==> config.mk <==
export PLATFORM = sky130hd
export DESIGN_NAME = idu_issue_ctrl
export DESIGN_NICKNAME = d
export VERILOG_FILES = /design/src/rtl/riscv_pkg.sv /design/src/rtl/idu_issue_ctrl_inflight_queue.sv /design/src/rtl/idu_issue_ctrl.sv
export SDC_FILE = /design/constraint.sdc
export NUM_CORES = 1
export LEC_CHECK = 0
export ABC_AREA = 1
export CORE_ASPECT_RATIO = 0.9
export CORE_UTILIZATION = 45
export DETAILED_ROUTE_END_ITERATION = 8
export PLACE_DENSITY = 0.74
export SYNTH_ARGS = -nofsm -noshare
export SYNTH_HDL_FRONTEND = slang
export SYNTH_SLANG_ARGS = --single-unit
==> constraint.sdc <==
create_clock -name clk -period 3.18 [get_ports clk]
set_input_delay 0.636 -clock clk [delete_from_list [all_inputs] [get_ports clk]]
set_output_delay 0.636 -clock clk [all_outputs]
set_load 0.01 [all_outputs]
==> src/rtl/riscv_pkg.sv <==
// -----------------------------------------------------------------------------
// riscv_pkg
//   Shared decode-stage types.
//   REG_ADDR_WIDTH   : architectural register address width.
//   inflight_entry_t : one retire-queue slot, {rd, wr}; wr=0 means the
//                      instruction produces no register result worth waiting on.
// -----------------------------------------------------------------------------
package riscv_pkg;

    localparam int REG_ADDR_WIDTH = 5;

    typedef struct packed {
        logic [REG_ADDR_WIDTH-1:0] rd;
        logic                      wr;
    } inflight_entry_t;

endpackage : riscv_pkg

==> src/rtl/idu_issue_ctrl_inflight_queue.sv <==
// -----------------------------------------------------------------------------
// inflight_queue
//   DEPTH-entry in-order circular buffer of issued-but-not-retired
//   instructions, with a parallel compare against two source addresses.
//
//   clk, reset      : clock, synchronous active-high reset (empties the queue)
//   push/push_entry : append an entry at the tail (caller never pushes when full)
//   pop             : remove the head; ignored when empty
//   q1_adr/q2_adr   : query addresses
//   q1_match/q2_match : some valid entry has wr=1 and rd equal to the query
//   count           : occupancy, 0..DEPTH
//   full / empty    : occupancy flags
// -----------------------------------------------------------------------------
module inflight_queue
    import riscv_pkg::*;
#(
    parameter int DEPTH = 4
) (
    input  logic                      clk,
    input  logic                      reset,
    input  logic                      push,
    input  inflight_entry_t           push_entry,
    input  logic                      pop,
    input  logic [REG_ADDR_WIDTH-1:0] q1_adr,
    input  logic [REG_ADDR_WIDTH-1:0] q2_adr,
    output logic                      q1_match,
    output logic                      q2_match,
    output logic [$clog2(DEPTH):0]    count,
    output logic                      full,
    output logic                      empty
);

    localparam int PTR_W = $clog2(DEPTH);
    localparam int CNT_W = PTR_W + 1;
    localparam logic [CNT_W-1:0] FULL_CNT = CNT_W'(DEPTH);
    localparam logic [CNT_W-1:0] CNT_ONE  = CNT_W'(1);
    localparam logic [PTR_W-1:0] PTR_ONE  = PTR_W'(1);

    inflight_entry_t    mem [DEPTH];
    logic [DEPTH-1:0]   slot_valid;
    logic [PTR_W-1:0]   wr_ptr;
    logic [PTR_W-1:0]   rd_ptr;
    logic               push_ok;
    logic               pop_ok;

    assign full    = (count == FULL_CNT);
    assign empty   = (count == '0);
    assign push_ok = push && !full;
    assign pop_ok  = pop && !empty;

    // NOTE: the entry payload is not reset; slot_valid alone says which slots
    // are live, so clearing the storage array would only cost reset routing.
    always_ff @(posedge clk) begin
        if (push_ok) begin
            mem[wr_ptr] <= push_entry;
        end
    end

    // Pointers wrap modulo DEPTH for free because DEPTH is a power of two.
    always_ff @(posedge clk) begin
        if (reset) begin
            wr_ptr     <= '0;
            rd_ptr     <= '0;
            count      <= '0;
            slot_valid <= '0;
        end else begin
            if (push_ok) begin
                wr_ptr             <= wr_ptr + PTR_ONE;
                slot_valid[wr_ptr] <= 1'b1;
            end
            if (pop_ok) begin
                rd_ptr             <= rd_ptr + PTR_ONE;
                slot_valid[rd_ptr] <= 1'b0;
            end
            case ({push_ok, pop_ok})
                2'b10:   count <= count + CNT_ONE;
                2'b01:   count <= count - CNT_ONE;
                default: count <= count;
            endcase
        end
    end

    // Every live slot is compared, so duplicate destinations keep the hazard
    // alive until the last of them has retired.
    always_comb begin
        q1_match = 1'b0;
        q2_match = 1'b0;
        for (int i = 0; i < DEPTH; i++) begin
            if (slot_valid[i] && mem[i].wr) begin
                if (mem[i].rd == q1_adr) q1_match = 1'b1;
                if (mem[i].rd == q2_adr) q2_match = 1'b1;
            end
        end
    end

endmodule : inflight_queue

==> src/rtl/idu_issue_ctrl.sv <==
// -----------------------------------------------------------------------------
// idu_issue_ctrl
//   Decode-stage issue/interlock controller. Each cycle decides whether the
//   instruction in the decode register issues to execute or fetch/decode
//   stalls, using an in-order retire queue of in-flight destinations for RAW
//   detection.
//
//   clk, reset                 : clock, synchronous active-high reset
//   dec_valid                  : decode register holds an instruction
//   dec_rs1_adr/dec_rs2_adr    : source addresses
//   dec_rd_adr                 : destination address
//   dec_uses_rs1/2, dec_writes_rd : operand usage flags
//   ex_ready                   : execute can accept this cycle
//   flush                      : redirect, kills the decode instruction
//   ret_valid/ret_we           : oldest in-flight instruction retires
//   issue                      : instruction accepted by execute this cycle
//   stall                      : hold PC/IR/decode register this cycle
//   inflight_cnt               : retire-queue occupancy
//   ret_err                    : sticky, a retire arrived with an empty queue
//   stall_cnt                  : saturating stall-cycle counter
//
//   Build option: define IDU_ISSUE_STATS_EN to build the stall_cnt counter;
//   otherwise stall_cnt is constant zero.
// -----------------------------------------------------------------------------
module idu_issue_ctrl
    import riscv_pkg::*;
#(
    parameter int DEPTH          = 4,
    parameter int REG_ADDR_WIDTH = riscv_pkg::REG_ADDR_WIDTH,
    parameter int CNT_WIDTH      = 32
) (
    input  logic                      clk,
    input  logic                      reset,
    input  logic                      dec_valid,
    input  logic [REG_ADDR_WIDTH-1:0] dec_rs1_adr,
    input  logic [REG_ADDR_WIDTH-1:0] dec_rs2_adr,
    input  logic [REG_ADDR_WIDTH-1:0] dec_rd_adr,
    input  logic                      dec_uses_rs1,
    input  logic                      dec_uses_rs2,
    input  logic                      dec_writes_rd,
    input  logic                      ex_ready,
    input  logic                      flush,
    input  logic                      ret_valid,
    input  logic                      ret_we,
    output logic                      issue,
    output logic                      stall,
    output logic [$clog2(DEPTH):0]    inflight_cnt,
    output logic                      ret_err,
    output logic [CNT_WIDTH-1:0]      stall_cnt
);

    inflight_entry_t push_entry;
    logic            q_full;
    logic            q_empty;
    logic            rs1_match;
    logic            rs2_match;
    logic            haz1;
    logic            haz2;

    // x0 never creates a dependency, so it is queued with wr=0.
    assign push_entry.rd = dec_rd_adr;
    assign push_entry.wr = dec_writes_rd && (dec_rd_adr != '0);

    inflight_queue #(
        .DEPTH (DEPTH)
    ) u_queue (
        .clk        (clk),
        .reset      (reset),
        .push       (issue),
        .push_entry (push_entry),
        .pop        (ret_valid),
        .q1_adr     (dec_rs1_adr),
        .q2_adr     (dec_rs2_adr),
        .q1_match   (rs1_match),
        .q2_match   (rs2_match),
        .count      (inflight_cnt),
        .full       (q_full),
        .empty      (q_empty)
    );

    // The retiring head is still in the queue this cycle, so it still blocks:
    // there is deliberately no retire-to-issue bypass. Likewise full is the
    // pre-pop occupancy.
    assign haz1  = dec_uses_rs1 && (dec_rs1_adr != '0) && rs1_match;
    assign haz2  = dec_uses_rs2 && (dec_rs2_adr != '0) && rs2_match;
    assign issue = dec_valid && !flush && !haz1 && !haz2 && !q_full && ex_ready;
    assign stall = dec_valid && !flush && !issue;

    // ret_we only tells whether the result was committed; the entry leaves
    // the queue either way.
    logic unused_ret_we;
    assign unused_ret_we = ret_we;

    always_ff @(posedge clk) begin
        if (reset) begin
            ret_err <= 1'b0;
        end else if (ret_valid && q_empty) begin
            ret_err <= 1'b1;
        end
    end

`ifdef IDU_ISSUE_STATS_EN
    logic [CNT_WIDTH-1:0] stall_cnt_q;

    always_ff @(posedge clk) begin
        if (reset) begin
            stall_cnt_q <= '0;
        end else if (stall && (stall_cnt_q != '1)) begin
            stall_cnt_q <= stall_cnt_q + CNT_WIDTH'(1);
        end
    end

    assign stall_cnt = stall_cnt_q;
`else
    assign stall_cnt = '0;
`endif

endmodule : idu_issue_ctrl

## Yosys cells after proc, flatten, opt, wreduce, memory -nomap -nowiden

Memory sizes are Yosys's and may differ from the RTL's.
Cells that the tools add are included.
W data, S select, Z words.

| storage, ports and cells | value |
|---|---|
| RAM bits | 24 |
| memories kept | 1 |
| bits in registers | 12 |
| input port bits | 25 |

| operators by class | value |
|---|---|
| bitwise logic cells | 3 |
| reductions and logical operators | 31 |
| equality and inequality tests | 11 |
| $add $sub $neg | 4 |
| multiplexer cells | 26 |
| magnitude comparators | 4 |

Memory list:

| name | depth | bits a word | rd ports | clocked after Yosys merged registers in | wr ports | line | text |
|---|---|---|---|---|---|---|---|
| u_queue.mem | 4 | 6 | 4 | 0 | 1 | idu_issue_ctrl_inflight_queue.sv:39 | `inflight_entry_t mem [DEPTH];` |

Operator list:

| cell | number |
|---|---|
| $eq A5 B5 Y1 | 8 |
| $logic_and A1 B1 Y1 | 20 |
| $mux W1 | 20 |
| $reduce_bool A5 Y1 | 3 |
| $mux W4 | 3 |
| $logic_not A1 Y1 | 6 |
| $lt A2 B3 Y1 const B | 2 |
| $pmux W3 S2 | 1 |
| $add A2 B1 Y2 const B | 2 |
| $and A4 B4 Y4 | 1 |
| $demux W1 S2 | 2 |
| $ge A2 B1 Y1 const B | 2 |
| $not A4 Y4 | 1 |
| $or A4 B4 Y4 | 1 |
| $add A3 B1 Y3 const B | 1 |
| $eq A3 B3 Y1 const B | 1 |
| $logic_not A3 Y1 | 1 |
| $sub A3 B1 Y3 const B | 1 |
| $eq A2 B1 Y1 const B | 1 |
| $eq A2 B2 Y1 const B | 1 |
| $reduce_bool A2 Y1 | 1 |

## Depth between registers and ports, before layout

An unclocked memory read counts as a cell.

| logic depth | value |
|---|---|
| depth in word-level cells | 21 |
| mapped depth | 16 |

## Hierarchy

Synthesis repeated with hierarchy kept, for this count alone.

| unflattened totals | value |
|---|---|
| cells, all modules | 363 |
| area, all modules | 2497.4 um2 |

By module, submodules not included:

| module | cells each | sequential area each (um2) | times used | area each (um2) |
|---|---|---|---|---|
| inflight_queue | 300 | 940.9 | 1 | 2109.5 |
| idu_issue_ctrl | 63 | 20.0 | 1 | 387.9 |

## Worst setup path before layout

OpenSTA, ideal clock, no wires.

| timing path | value |
|---|---|
| path type | input to register |
| from | input port dec_rs2_adr[4] |
| to | register u_queue.count[2] |
| cell stages on the path | 16 |
| arrival time | 2279 ps |
| setup time | 122 ps |
| slack | 779 ps |
| path through | buf_6 inv_2 nand2_1 nand2_1 nor2_1 nand3_2 nand2_2 o21ai_4 nand3_4 ha_1 inv_1 fa_1 a21oi_1 o21ai_0 o21ai_0 a21oi_1 |

| on the way | value |
|---|---|
| word-level cells in the longest chain between the ends | 17 |

RTL lines:

| item | line | text |
|---|---|---|
| start, declared | idu_issue_ctrl.sv:36 | `input logic [REG_ADDR_WIDTH-1:0] dec_rs2_adr,` |
| $eq A5 B5 Y1 | idu_issue_ctrl_inflight_queue.sv:91 | `if (mem[i].rd == q2_adr) q2_match = 1'b1;` |
| $mux W1 | idu_issue_ctrl_inflight_queue.sv:91 |  |
| $mux W1 | idu_issue_ctrl_inflight_queue.sv:89 | `if (slot_valid[i] && mem[i].wr) begin` |
| $mux W1 | idu_issue_ctrl_inflight_queue.sv:91 |  |
| $mux W1 | idu_issue_ctrl_inflight_queue.sv:89 |  |
| $mux W1 | idu_issue_ctrl_inflight_queue.sv:91 |  |
| $mux W1 | idu_issue_ctrl_inflight_queue.sv:89 |  |
| $mux W1 | idu_issue_ctrl_inflight_queue.sv:91 |  |
| $mux W1 | idu_issue_ctrl_inflight_queue.sv:89 |  |
| $logic_and A1 B1 Y1 * | idu_issue_ctrl.sv:85 | `assign haz2 = dec_uses_rs2 && (dec_rs2_adr != '0) && rs2_match;` |
| $logic_not A1 Y1 * | idu_issue_ctrl.sv:86 | `assign issue = dec_valid && !flush && !haz1 && !haz2 && !q_full && ex_ready;` |
| $logic_and A1 B1 Y1 * (3 in a row) | idu_issue_ctrl.sv:86 |  |
| $logic_and A1 B1 Y1 * | idu_issue_ctrl_inflight_queue.sv:48 | `assign push_ok = push && !full;` |
| $eq A2 B1 Y1 or $eq A2 B2 Y1 (tied branches) | idu_issue_ctrl_inflight_queue.sv:75 | `case ({push_ok, pop_ok})` |
| $pmux W3 S2 or $reduce_bool A2 Y1 (tied branches) | -- |  |
| end signal, assigned | idu_issue_ctrl_inflight_queue.sv:76 | `2'b10: count <= count + CNT_ONE;` |
| end signal, assigned | idu_issue_ctrl_inflight_queue.sv:77 | `2'b01: count <= count - CNT_ONE;` |
| end signal, assigned | idu_issue_ctrl_inflight_queue.sv:78 | `default: count <= count;` |
| end, declared | idu_issue_ctrl_inflight_queue.sv:28 | `output logic [$clog2(DEPTH):0] count,` |

Every way passes the cells marked *; elsewhere a longest branch is shown, timed or not.
A chain may end at the register's enable or synchronous reset.

## Worst setup path after layout

| timing path | value |
|---|---|
| from | input port dec_rs1_adr[2] |
| to | output port stall |

| on the way | value |
|---|---|
| word-level cells in the longest chain between the ends | 17 |

RTL lines:

| item | line | text |
|---|---|---|
| start, declared | idu_issue_ctrl.sv:35 | `input logic [REG_ADDR_WIDTH-1:0] dec_rs1_adr,` |
| $eq A5 B5 Y1 | idu_issue_ctrl_inflight_queue.sv:90 | `if (mem[i].rd == q1_adr) q1_match = 1'b1;` |
| $mux W1 | idu_issue_ctrl_inflight_queue.sv:90 |  |
| $mux W1 | idu_issue_ctrl_inflight_queue.sv:89 |  |
| $mux W1 | idu_issue_ctrl_inflight_queue.sv:90 |  |
| $mux W1 | idu_issue_ctrl_inflight_queue.sv:89 |  |
| $mux W1 | idu_issue_ctrl_inflight_queue.sv:90 |  |
| $mux W1 | idu_issue_ctrl_inflight_queue.sv:89 |  |
| $mux W1 | idu_issue_ctrl_inflight_queue.sv:90 |  |
| $mux W1 | idu_issue_ctrl_inflight_queue.sv:89 |  |
| $logic_and A1 B1 Y1 * | idu_issue_ctrl.sv:84 | `assign haz1 = dec_uses_rs1 && (dec_rs1_adr != '0) && rs1_match;` |
| $logic_not A1 Y1 * | idu_issue_ctrl.sv:86 |  |
| $logic_and A1 B1 Y1 * (4 in a row) | idu_issue_ctrl.sv:86 |  |
| $logic_not A1 Y1 * | idu_issue_ctrl.sv:87 | `assign stall = dec_valid && !flush && !issue;` |
| $logic_and A1 B1 Y1 * | idu_issue_ctrl.sv:87 |  |
| end, declared | idu_issue_ctrl.sv:46 | `output logic stall,` |

Marks and branches as above.

==> results.ini <==
[run_status]
status = complete, no violations

[placement]
gp_congestion = 0.9061
place_area_um2 = 2753
dp_hpwl_um = 4130
port_buffers = 29

[clocking]
clk-insertion-delay-late_ns = 0.29
htree_levels = 2
clkTransAtPathRegs_ns = 0.07
clk_path_buf_depth = 2
cts_root_buffer = clkbuf_8
cts_buffers = 5
cts_tree = done
cts_sinks = 36

[min_path]
worst_hold_path_type = reg -> reg
holdCritStartpoint = u_queue.slot_valid[2]$_SDFF_PP0_
hold_depth = 2
hold_end = u_queue.slot_valid[2]$_SDFF_PP0_

[timing]
max_freq_ghz = 0.3406
setup_violations = 0
fin_crit_sh = 0.9233
fin_tns_setup_ns = 0
maxSlewHeadroom = 0.6197
layout_min_cycle_time_ns = 2.936
final_hold_viol_count = 0
tightest_slew_ns = 0.5655
maxSlewViolCount = 0
fin_skew_ns = 0.01060

[drt]
dr.pass1.iters = 4
drt_iter0_markers = 86
ant_nets = 0
vias_per_cell = 4.665
vias = 2020
post_drt_wl_per_cell_um = 11.74
routed_wl_um = 5083
drc_errors = 0

[layout]
post-route-util = 0.5393
n_antenna_cell = 0
fin_nets = 400
areaGrowthSynthToFinish_pct = 15.33
drive_above_1_share = 0.1011
finish.instance_area_um2 = 2834

[grt]
grtUsageTotal = 0.1919
grt_pass1_vias = 1783
antenna_found_initial = 0
grt_overflow = 0
grt_max_degree = 12
grt_pass1_wl_um = 8238

[logic_synthesis]
synth_largest_area_cell = edfxtp_1
synth.avg_cell_area_um2 = 7.632
synth_cell_types = 26
async_flop_share = 0
ys.flop_type = edfxtp_1
ys_seq_elements = 36
synth_commonest_cells = 85 x nand2_1, 48 x inv_1, 35 x nor2_1
syn_area_um2 = 2457
yosysTopAreaCellShare = 0.2933
ys_seq_area_frac = 0.3910
synth.most_common_cell = nand2_1
synth_edf_count = 24
yosysWarnings = 0
synth_area_leaders = edfxtp_1 29%, nand2_1 13%, dfxtp_1 9.8%, buf_4 9.8%, inv_1 7.3%
synthCells = 322

[setup_path]
path_class = in -> out
crit_fanout = 4
r2r-end = u_queue.count[2]$_SDFFE_PP0P_
required_ns = 2.54
cp-end-kind = primary output
regToRegStartpoint = u_queue.mem[1][2]$_DFFE_PP_
startpoint_type = input port
rr_worst_depth = 14
arrival_ns = 2.30
ff2ff_setup_slack_ns = 0.71

[die]
die_w_um = 79.90
rows = 25
fp.dieH_um = 72.11
io_pins = 63
die_area_um2 = 5761
core_um2 = 5255
start_util = 0.4676

[power]
power.total_mw = 1.147
pwr_density_cell_nw_per_um2 = 404.7
peakVddDrop_mv = 0.3750
power.leakage_nw = 1.405

[run]
drv_cap = 0

-- cell type report --
type	instances	area (um^2)
clock buffer	6	72.57
clock inverter	2	7.507
timing repair buffer	39	356.6
tap	67	83.83
sequential	36	960.9
multi-input combinational	228	1146
inverter	55	206.4
fill	519	2421
-- state kept, by name (all words and copies together) (netlist names) --
register	count
ret_err	1
u_queue.wr_ptr	2
u_queue.mem	24
u_queue.rd_ptr	2
u_queue.slot_valid	4
u_queue.count	3
-- repair_timing --
action	CTS	global route
buffers inserted	0	1
endpoints found under the setup margin	2	1
hold buffers	0	0
pin swaps	1	1
gates resized for setup	11	2
-- critical path, stage by stage --
cell             delay [ns]
clkdlybuf4s50_1        0.52
buf_4                  0.15
nand2_1                0.05
o21ai_1                0.06
nor2_1                 0.05
nand3_1                0.09
nand2_2                0.07
o21bai_4               0.19
nand3_4                0.10
nand3_1                0.08
inv_1                  0.04
dlygate4sd2_1          0.27
-- worst max-delay path by stage --
| stage | depth (start not counted) | from | to | slack [ns] |
|---|---|---|---|---|
| after floorplan | 16 | dec_rs2_adr[4] | u_queue.count[2]$_SDFFE_PP0P_ | 0.78 |
| after global placement | 12 | dec_rs2_adr[3] | stall | -0.08 |
| after detailed placement | 12 | dec_rs2_adr[2] | stall | -0.07 |
| after CTS | 11 | dec_rs1_adr[2] | issue | 0.007 |
| after global routing | 16 | dec_rs1_adr[2] | u_queue.count[2]$_SDFFE_PP0P_ | -0.003 |
| final | 12 | dec_rs1_adr[2] | stall | 0.24 |
-- power breakdown --
part / leakage [nW] / switching, mW / internal (mW)
sequential: 0.315 / 0.0277 / 0.532
clock: 0.0403 / 0.149 / 0.149
combinational: 1.05 / 0.170 / 0.119
-- per-stage QoR --
| step | hold slack [ns] | setup slack [ns] | cells |
|---|---|---|---|
| floorplan | 0.4253 | 0.7792 | 353 |
| global placement | 0.4341 | -0.08180 | 424 |
| detailed placement | 0.4435 | -0.06544 | 424 |
| CTS | 0.4533 | 0.007364 | 432 |
| global route | 0.4700 | -0.002898 | 433 |
| finish | 0.4515 | 0.2440 | 433 |
-- cells in the final DEF (no fill, tap or decap) --
| cell type | synthesis | routed |
|---|---|---|
| clkbuf_8 | 0 | 5 |
| o21ai_0 | 16 | 15 |
| inv_2 | 7 | 8 |
| a31oi_1 | 1 | 1 |
| nand2_1 | 85 | 85 |
| ha_1 | 9 | 9 |
| nor3_1 | 1 | 1 |
| nand3_4 | 1 | 1 |
| fa_1 | 1 | 1 |
| dlymetal6s2s_1 | 0 | 1 |
| clkinv_1 | 0 | 2 |
| nand2_2 | 4 | 4 |
| dfxtp_1 | 12 | 12 |
| o21ai_4 | 1 | 1 |
| buf_4 | 32 | 10 |
| nor2_1 | 35 | 34 |
| nor2_2 | 0 | 1 |
| conb_1 | 1 | 32 |
| o31ai_1 | 1 | 1 |
| or4_1 | 1 | 1 |
| clkbuf_1 | 0 | 1 |
| a21oi_1 | 12 | 12 |
| edfxtp_1 | 24 | 24 |
| inv_1 | 48 | 47 |
| xor2_1 | 6 | 6 |
| dlygate4sd2_1 | 0 | 9 |
| nand3_1 | 4 | 4 |
| nand3_2 | 6 | 6 |
| o21ai_1 | 4 | 5 |
| o21bai_4 | 1 | 1 |
| nand4_1 | 7 | 7 |
| clkdlybuf4s50_1 | 0 | 19 |
-- cells by family (layout without fill, tap and decap cells) --
group           Yosys count  count (layout)  synth area share
simple gates            144             144            0.2561
compound gates           36              36           0.08504
buf+inv                  89             102            0.1909
other cells               1              32          0.001526
xor+xnor                  6               6           0.02138
flops                    36              36            0.3910
fa+ha+maj                10              10           0.05397
-- per-layer routing --
layer | up-vias | part of all wire | global-route usage | wire length [um]
li1 | 1027 | - | - | -
met1 | 905 | 0.43 | 0.2333 | 2181
met2 | 72 | 0.47 | 0.3200 | 2391
met3 | 16 | 0.059 | 0.03019 | 301
met4 | 0 | 0.041 | 0.1190 | 208
met5 | - | 0 | 0 | 0
(Power assumes the default switching activity.)
